===== config.mk =====
export PLATFORM = sky130hd
export DESIGN_NAME = capture_trigger
export DESIGN_NICKNAME = d
export VERILOG_FILES = /design/src/rtl/capture_trigger.sv
export SDC_FILE = /design/constraint.sdc
export NUM_CORES = 1
export LEC_CHECK = 0
export CAP_MARGIN = 40
export CELL_PAD_IN_SITES_DETAIL_PLACEMENT = 0
export CELL_PAD_IN_SITES_GLOBAL_PLACEMENT = 1
export CORE_ASPECT_RATIO = 0.6
export CORE_MARGIN = 1
export CORE_UTILIZATION = 31
export CTS_CLUSTER_DIAMETER = 30
export DETAILED_ROUTE_END_ITERATION = 8
export GPL_TIMING_DRIVEN = 0
export MAX_ROUTING_LAYER = met4
export PLACE_DENSITY = 0.5
export SLEW_MARGIN = 30
export SYNTH_ARGS = -nofsm -noshare
export SYNTH_HDL_FRONTEND = slang
export SYNTH_SLANG_ARGS = --single-unit

===== constraint.sdc =====
create_clock -name clk -period 6.6 [get_ports clk]
set_input_delay 1.32 -clock clk [delete_from_list [all_inputs] [get_ports clk]]
set_output_delay 1.32 -clock clk [all_outputs]
set_load 0.01 [all_outputs]

===== src/rtl/capture_trigger.sv =====
// capture_trigger: probe synchroniser, programmable-rate sampler, and 8:1 bit packer
// feeding a ring buffer with edge trigger and pre-trigger history. After capture,
// the buffer is drained oldest byte first over a valid/ready byte stream.
// Optional feature macro: AUTO_TRIG_EN. When defined, a TMO_W-bit timeout in WAIT
// forces a capture and leaves `triggered` low.
module capture_trigger #(
  parameter int unsigned DEPTH_BYTES = 64,
  parameter int unsigned PRE_BYTES   = 16,
  parameter int unsigned DIV_W       = 16,
  parameter int unsigned TMO_W       = 24
) (
  input  logic             clk,
  input  logic             rst,
  input  logic             input_pin_0,
  input  logic             arm,
  input  logic             trig_rise,
  input  logic [DIV_W-1:0] rate_div,
  output logic [7:0]       out_data,
  output logic             out_valid,
  input  logic             out_ready,
  output logic             busy,
  output logic             triggered,
  output logic             done
);
  localparam int unsigned AW         = $clog2(DEPTH_BYTES);
  localparam int unsigned POST_BYTES = DEPTH_BYTES - PRE_BYTES;
  localparam logic [AW-1:0] PRE_LAST  = AW'(PRE_BYTES - 1);
  localparam logic [AW-1:0] POST_LAST = AW'(POST_BYTES - 1);
  localparam logic [AW:0]   DRAIN_N   = (AW+1)'(DEPTH_BYTES);

  typedef enum logic [2:0] {S_IDLE, S_PRE, S_WAIT, S_POST, S_DRAIN} state_t;

  state_t           state_q, state_d;
  logic [1:0]       sync_q;
  logic [DIV_W-1:0] div_cnt_q, div_cnt_d, rate_q, rate_d;
  logic             rise_q, rise_d, s_prev_q, s_prev_d;
  logic [6:0]       sh_q, sh_d;
  logic [2:0]       bit_cnt_q, bit_cnt_d;
  logic [AW-1:0]    wr_ptr_q, wr_ptr_d, rd_ptr_q, rd_ptr_d, byte_cnt_q, byte_cnt_d;
  logic [AW:0]      issued_q, issued_d, acc_cnt_q, acc_cnt_d;
  logic             rd_vld_q, rd_vld_d, out_valid_q, out_valid_d;
  logic [7:0]       out_data_q, out_data_d, rd_data_q;
  logic             trig_q, trig_d, done_q, done_d;
  logic [7:0]       mem [DEPTH_BYTES];

  logic       s, sampling, strobe, wr_en, rd_en, edge_hit, adv, tmo_fire;
  logic [7:0] wr_byte;

`ifdef AUTO_TRIG_EN
  logic [TMO_W-1:0] tmo_q, tmo_d;
  assign tmo_fire = (tmo_q == '1);
`else
  // Without the auto trigger the timeout can never fire.
  assign tmo_fire = (TMO_W == 0);
`endif

  // Two-flop synchroniser for the asynchronous probe pin.
  always_ff @(posedge clk) begin
    if (rst) sync_q <= '0;
    else     sync_q <= {sync_q[0], input_pin_0};
  end

  // Capture RAM: write on every 8th strobe, registered read during drain.
  always_ff @(posedge clk) begin
    if (wr_en) mem[wr_ptr_q] <= wr_byte;
    if (rd_en) rd_data_q <= mem[rd_ptr_q];
  end

  // Next-state, sampling, packing and drain pipeline.
  always_comb begin
    s        = sync_q[1];
    sampling = (state_q == S_PRE) || (state_q == S_WAIT) || (state_q == S_POST);
    strobe   = sampling && (div_cnt_q == rate_q);
    wr_en    = strobe && (bit_cnt_q == 3'd7);
    wr_byte  = {sh_q, s};
    edge_hit = strobe && (rise_q ? (s && !s_prev_q) : (!s && s_prev_q));
    adv      = !out_valid_q || out_ready;
    rd_en    = 1'b0;

    state_d     = state_q;
    div_cnt_d   = div_cnt_q;
    rate_d      = rate_q;
    rise_d      = rise_q;
    s_prev_d    = s_prev_q;
    sh_d        = sh_q;
    bit_cnt_d   = bit_cnt_q;
    wr_ptr_d    = wr_ptr_q;
    rd_ptr_d    = rd_ptr_q;
    byte_cnt_d  = byte_cnt_q;
    issued_d    = issued_q;
    acc_cnt_d   = acc_cnt_q;
    rd_vld_d    = rd_vld_q;
    out_valid_d = out_valid_q;
    out_data_d  = out_data_q;
    trig_d      = trig_q;
    done_d      = 1'b0;
`ifdef AUTO_TRIG_EN
    tmo_d       = tmo_q;
`endif

    if (sampling) begin
      div_cnt_d = strobe ? '0 : div_cnt_q + DIV_W'(1);
      if (strobe) begin
        s_prev_d  = s;
        sh_d      = {sh_q[5:0], s};
        bit_cnt_d = bit_cnt_q + 3'd1;
      end
      if (wr_en) wr_ptr_d = wr_ptr_q + AW'(1);
    end

    case (state_q)
      S_IDLE: begin
        out_valid_d = 1'b0;
        rd_vld_d    = 1'b0;
        trig_d      = 1'b0;
        if (arm) begin
          state_d    = S_PRE;
          rate_d     = rate_div;
          rise_d     = trig_rise;
          div_cnt_d  = '0;
          bit_cnt_d  = '0;
          wr_ptr_d   = '0;
          byte_cnt_d = '0;
          s_prev_d   = s;
        end
      end
      S_PRE: begin
        if (wr_en) begin
          byte_cnt_d = byte_cnt_q + AW'(1);
          if (byte_cnt_q == PRE_LAST) begin
            state_d    = S_WAIT;
            byte_cnt_d = '0;
`ifdef AUTO_TRIG_EN
            tmo_d      = '0;
`endif
          end
        end
      end
      S_WAIT: begin
`ifdef AUTO_TRIG_EN
        tmo_d = tmo_q + TMO_W'(1);
`endif
        // A byte completed on the trigger strobe was written while still in WAIT,
        // so it stays on the pre-trigger side of the POST byte count.
        if (edge_hit) begin
          state_d = S_POST;
          trig_d  = 1'b1;
        end else if (tmo_fire) begin
          state_d = S_POST;
        end
      end
      S_POST: begin
        if (wr_en) begin
          byte_cnt_d = byte_cnt_q + AW'(1);
          if (byte_cnt_q == POST_LAST) begin
            state_d   = S_DRAIN;
            rd_ptr_d  = wr_ptr_d;
            issued_d  = '0;
            acc_cnt_d = '0;
            rd_vld_d  = 1'b0;
          end
        end
      end
      S_DRAIN: begin
        // Two-stage pipe (RAM data register, output register) keeps one byte per
        // clock with ready held high and stalls both stages under backpressure.
        if (adv) begin
          out_valid_d = rd_vld_q;
          out_data_d  = rd_data_q;
        end
        if (!rd_vld_q || adv) begin
          if (issued_q != DRAIN_N) begin
            rd_en    = 1'b1;
            rd_vld_d = 1'b1;
            rd_ptr_d = rd_ptr_q + AW'(1);
            issued_d = issued_q + (AW+1)'(1);
          end else begin
            rd_vld_d = 1'b0;
          end
        end
        if (out_valid_q && out_ready) begin
          acc_cnt_d = acc_cnt_q + (AW+1)'(1);
          if (acc_cnt_q == DRAIN_N - (AW+1)'(1)) begin
            done_d      = 1'b1;
            state_d     = S_IDLE;
            out_valid_d = 1'b0;
            rd_vld_d    = 1'b0;
            trig_d      = 1'b0;
          end
        end
      end
      default: state_d = S_IDLE;
    endcase
  end

  // State and datapath registers with synchronous reset.
  always_ff @(posedge clk) begin
    if (rst) begin
      state_q     <= S_IDLE;
      div_cnt_q   <= '0;
      rate_q      <= '0;
      rise_q      <= 1'b0;
      s_prev_q    <= 1'b0;
      sh_q        <= '0;
      bit_cnt_q   <= '0;
      wr_ptr_q    <= '0;
      rd_ptr_q    <= '0;
      byte_cnt_q  <= '0;
      issued_q    <= '0;
      acc_cnt_q   <= '0;
      rd_vld_q    <= 1'b0;
      out_valid_q <= 1'b0;
      out_data_q  <= '0;
      trig_q      <= 1'b0;
      done_q      <= 1'b0;
`ifdef AUTO_TRIG_EN
      tmo_q       <= '0;
`endif
    end else begin
      state_q     <= state_d;
      div_cnt_q   <= div_cnt_d;
      rate_q      <= rate_d;
      rise_q      <= rise_d;
      s_prev_q    <= s_prev_d;
      sh_q        <= sh_d;
      bit_cnt_q   <= bit_cnt_d;
      wr_ptr_q    <= wr_ptr_d;
      rd_ptr_q    <= rd_ptr_d;
      byte_cnt_q  <= byte_cnt_d;
      issued_q    <= issued_d;
      acc_cnt_q   <= acc_cnt_d;
      rd_vld_q    <= rd_vld_d;
      out_valid_q <= out_valid_d;
      out_data_q  <= out_data_d;
      trig_q      <= trig_d;
      done_q      <= done_d;
`ifdef AUTO_TRIG_EN
      tmo_q       <= tmo_d;
`endif
    end
  end

  assign out_data  = out_data_q;
  assign out_valid = out_valid_q;
  assign busy      = (state_q != S_IDLE);
  assign triggered = trig_q;
  assign done      = done_q;
endmodule


==> results list <==
* Net total in the final layout: 1606
- Entering global routing, the biggest net connects 61 pins.
* Critical path arrival: 4.59 ns
- Hold Fails Final Rpt: 0
* Worst path top cell family by delay: simple AND/OR/NAND/NOR gates
* List of cells traversed by the critical path: xor2_1 > nor4_1 > nand4_1 > clkbuf_1 > nor2_1 > nand3_1 > nor2_1
- After routing, the total negative slack on setup checks comes to 0 ns.
* Crit Path Category: flip-flop to flip-flop
* Number of DRC markers after the initial detailed-route iteration: 1500
- Number of global-route vias before repair: 13234
* Number of distinct library cell variants in the gate-level netlist after synthesis: 53
- After clock tree synthesis, the repair step resized 0 gates.
* Average cell area after synthesis: 17.7 µm²
- Maximum frequency from static timing analysis: 0.232 GHz
* Max-cap violations: 0
* Count of final max-slew check failures: 0
- Antenna violation net count after detailed routing: 0
- Synth-to-Final Area Change: 24.7%
- Startpoint types: flip-flop
- The first global-routing pass estimated 96.5 mm of wire.
- For this run, asynchronously set or reset flops after synthesis account for 0.
* Detail Placement HPWL: 45.3 mm
* Area taken by multi-input logic gates: 6470 µm²
- Iteration count of the initial detailed-routing pass: 5
- The die is 219 µm tall.
* Seq/Total Area, Yosys: 0.719
* Path type of the worst min-delay path: flip-flop to flip-flop
- Net Count, Synth: 1404
- The most used flip-flop cell after synthesis is edfxtp_1.
* Fraction of final layout cells with drive strength greater than 1: 0.270
* Number of antenna violations at the first check in global routing: 4
* Tightest Pin Transition: 0.876 ns
* Largest fanout on the critical path: 10
- GRT Residual Overflow: 0
* Sum of buffers and inverters on the critical path: 1
* RSZ-0062 raised after global routing: false
* Overall power consumption: 9.93 mW
- Slew margin rel.: 0.415
- Slowest stage cell, crit path: nor2_1
- Final cycle utilization of the critical path: 0.654
- Status: finished clean
- Hold repair after CTS inserted 0 buffers.
* Initial Utilization: 0.313
* Data required, critical path: 6.88 ns
* Number of clock buffers inserted by TritonCTS: 106
* Number of buffers added for setup after CTS: 0
* GPL Wtd Cong: 0.782
- The number of cells on the worst reg-to-reg path is 7.
* CTS tree: done
- Power per cell area: 328 nW/µm²
- VDD sags by at most 0.237 mV.
- Origin of the worst setup path: div_cnt_q[10]$_SDFF_PP0_
* Remaining routing DRC violations: 0
- The core region is 77600 µm².
* CP most frequent cell: nor2_1
- In this run the number of cells on the critical path is 7.
- In this design, the stage delay of the slowest critical-path cell is 0.92 ns.
* Detailed-route via count: 13523
* LEAKAGE: 9.82 nW
* Root Buffer Master: clkbuf_16
- Register-to-register path setup slack: 2.28 ns
* Minimum clock period after layout: 4.32 ns
- The floorplan has 79 rows.
* Post-synthesis register bit count: 613
- End of the critical path: mem[9][2]$_DFFE_PP_
- In the final routed layout, each cell accounts on average for 24.5 µm.
- The worst register-to-register path ends at mem[9][2]$_DFFE_PP_.
- From left edge to right edge, the die measures 364 µm.
* Global-route total usage across every layer: 0.176
* Area of the die: 79600 µm²
- Dividing the detail-routed via count by the number of cells gives 4.97.
- Buffers added on ports: 33
- Setup violations remaining at the end of the flow were counted as 0.
* Antenna diode count: 0
- Maximum buffer depth of the clock tree: 3
- Post-Route Skew: 0.0323 ns
- After technology mapping, the gate count stands at 1373.
- Critical path endpoint category: flip-flop
- Clock-pin slew was measured on the worst setup and hold paths at 0.05 ns.
- The layout has 7124 filler cells.
* Most frequent cells in the layout: 520 x edfxtp_1, 160 x mux4_2, 118 x nor2_1
- Pin placement for this block handled 34 I/O pins.
* Worst flop-to-flop path startpoint: div_cnt_q[10]$_SDFF_PP0_
- The H-tree generated during clock tree synthesis spans 3 levels.
- Leaving out fill and tap cells, the most frequent cell in the layout is edfxtp_1.
- Clock Latency Late Sink: 0.68 ns
- For this design, the sink count on the clock tree is 613.
- Number of warnings issued by yosys: 0
- Wire length reported by the detailed router: 66.6 mm
- The sequential cells in the finished layout cover a total of 17500 µm².
- Number of enable flip-flop cells after synthesis: 520
- The cell area that synthesis handed to floorplanning was 24300 µm².
[final cells by class]
class	instances	share of cell area
Inverter	12	0.00149
Tap cell	1053	0.0434
Timing Repair Buffer	94	0.0307
Multi-Input combinational cell	671	0.213
Sequential cell	613	0.577
Clock inverter	78	0.0312
Buffer	77	0.0109
Clock buffer	121	0.0914
[metrics by stage]
stage	cell area (µm²)	setup slack (ns)	util	std cells	hold slack (ns)
after floorplan	24300	4.04	-	1373	0.414
after global placement	26000	2.14	0.335	2459	0.420
after detailed placement	26400	2.35	0.340	2493	0.420
after CTS	30100	2.31	0.388	2692	0.432
after global routing	30300	2.14	0.391	2719	0.451
final	30300	2.28	0.391	2719	0.430
[registers in the layout, summed over array words and instances, names as in the netlist, 2 cells and up]
register    flops
div_cnt_q      16
sh_q            7
rate_q         16
issued_q        7
out_data        8
acc_cnt_q       7
mem           512
wr_ptr_q        6
rd_data_q       8
byte_cnt_q      6
bit_cnt_q       3
state_q         3
rd_ptr_q        6
sync_q          2
[power by group]
group	internal, mW	switching [mW]	total, mW
clock	3.65	2.02	5.67
sequential	4.16	0.00979	4.17
combinational	0.0361	0.0643	0.100
[cell usage after synthesis, types with 2 or more instances]
master,count,share of area
a22oi_1,17,0.0052
nor3_1,6,0.0012
a211oi_1,2,0.00062
o21a_1,3,0.00093
buf_1,11,0.0017
xor2_1,30,0.011
buf_2,19,0.0039
or4_1,7,0.0022
nand2_1,96,0.015
and4_1,4,0.0014
o21ai_0,20,0.0041
nor4_1,3,0.00077
buf_4,3,0.00093
nor2b_1,6,0.0015
nand3_1,29,0.0060
o211ai_1,3,0.00093
nor3b_1,2,0.00062
o31ai_1,6,0.0019
mux2i_1,9,0.0037
ha_1,9,0.0046
and2_1,4,0.0010
a21oi_1,62,0.013
nand3b_1,4,0.0012
o21ba_2,3,0.0012
inv_1,12,0.0019
a31oi_1,6,0.0015
edfxtp_1,520,0.64
xnor2_1,4,0.0014
dfxtp_1,93,0.077
and3_1,6,0.0015
nand4b_1,4,0.0014
or3_1,17,0.0044
or4b_1,4,0.0016
clkbuf_1,43,0.0066
nor2_1,118,0.018
nor4_2,2,0.0010
nand4_1,9,0.0023
nand2b_1,3,0.00077
mux4_2,160,0.15
[how the worst min path moves through the flow]
stage,slack (ns),end,from,depth (start not counted)
after CTS,0.43,sync_q[1]$_SDFF_PP0_,sync_q[0]$_SDFF_PP0_,1
after global placement,0.42,sync_q[1]$_SDFF_PP0_,sync_q[0]$_SDFF_PP0_,1
after detailed placement,0.42,sync_q[1]$_SDFF_PP0_,sync_q[0]$_SDFF_PP0_,1
final,0.43,sync_q[1]$_SDFF_PP0_,sync_q[0]$_SDFF_PP0_,1
after global routing,0.45,sync_q[1]$_SDFF_PP0_,sync_q[0]$_SDFF_PP0_,1
after floorplan,0.41,sync_q[1]$_SDFF_PP0_,sync_q[0]$_SDFF_PP0_,1
[cells by family (layout without fill, tap and decap cells)]
kind of cell    count (synthesis)  in the layout  synth area share
flops                         613            613             0.719
simple gates                  330            330            0.0645
xor+xnor                       34             34            0.0122
compound gates                129            129            0.0327
mux                           169            169             0.152
buf+inv                        89            382            0.0155
fa+ha+maj                       9              9           0.00463
[routing by layer]
layer | up-vias | track usage | share of wire
met1 | 7121 | 0.283 | 0.52
met2 | 400 | 0.217 | 0.39
met3 | 79 | 0.0374 | 0.076
li1 | 5923 | - | -
met5 | - | - | 0
met4 | 0 | 0.0478 | 0.015
Power figures use the tool's default switching activity.
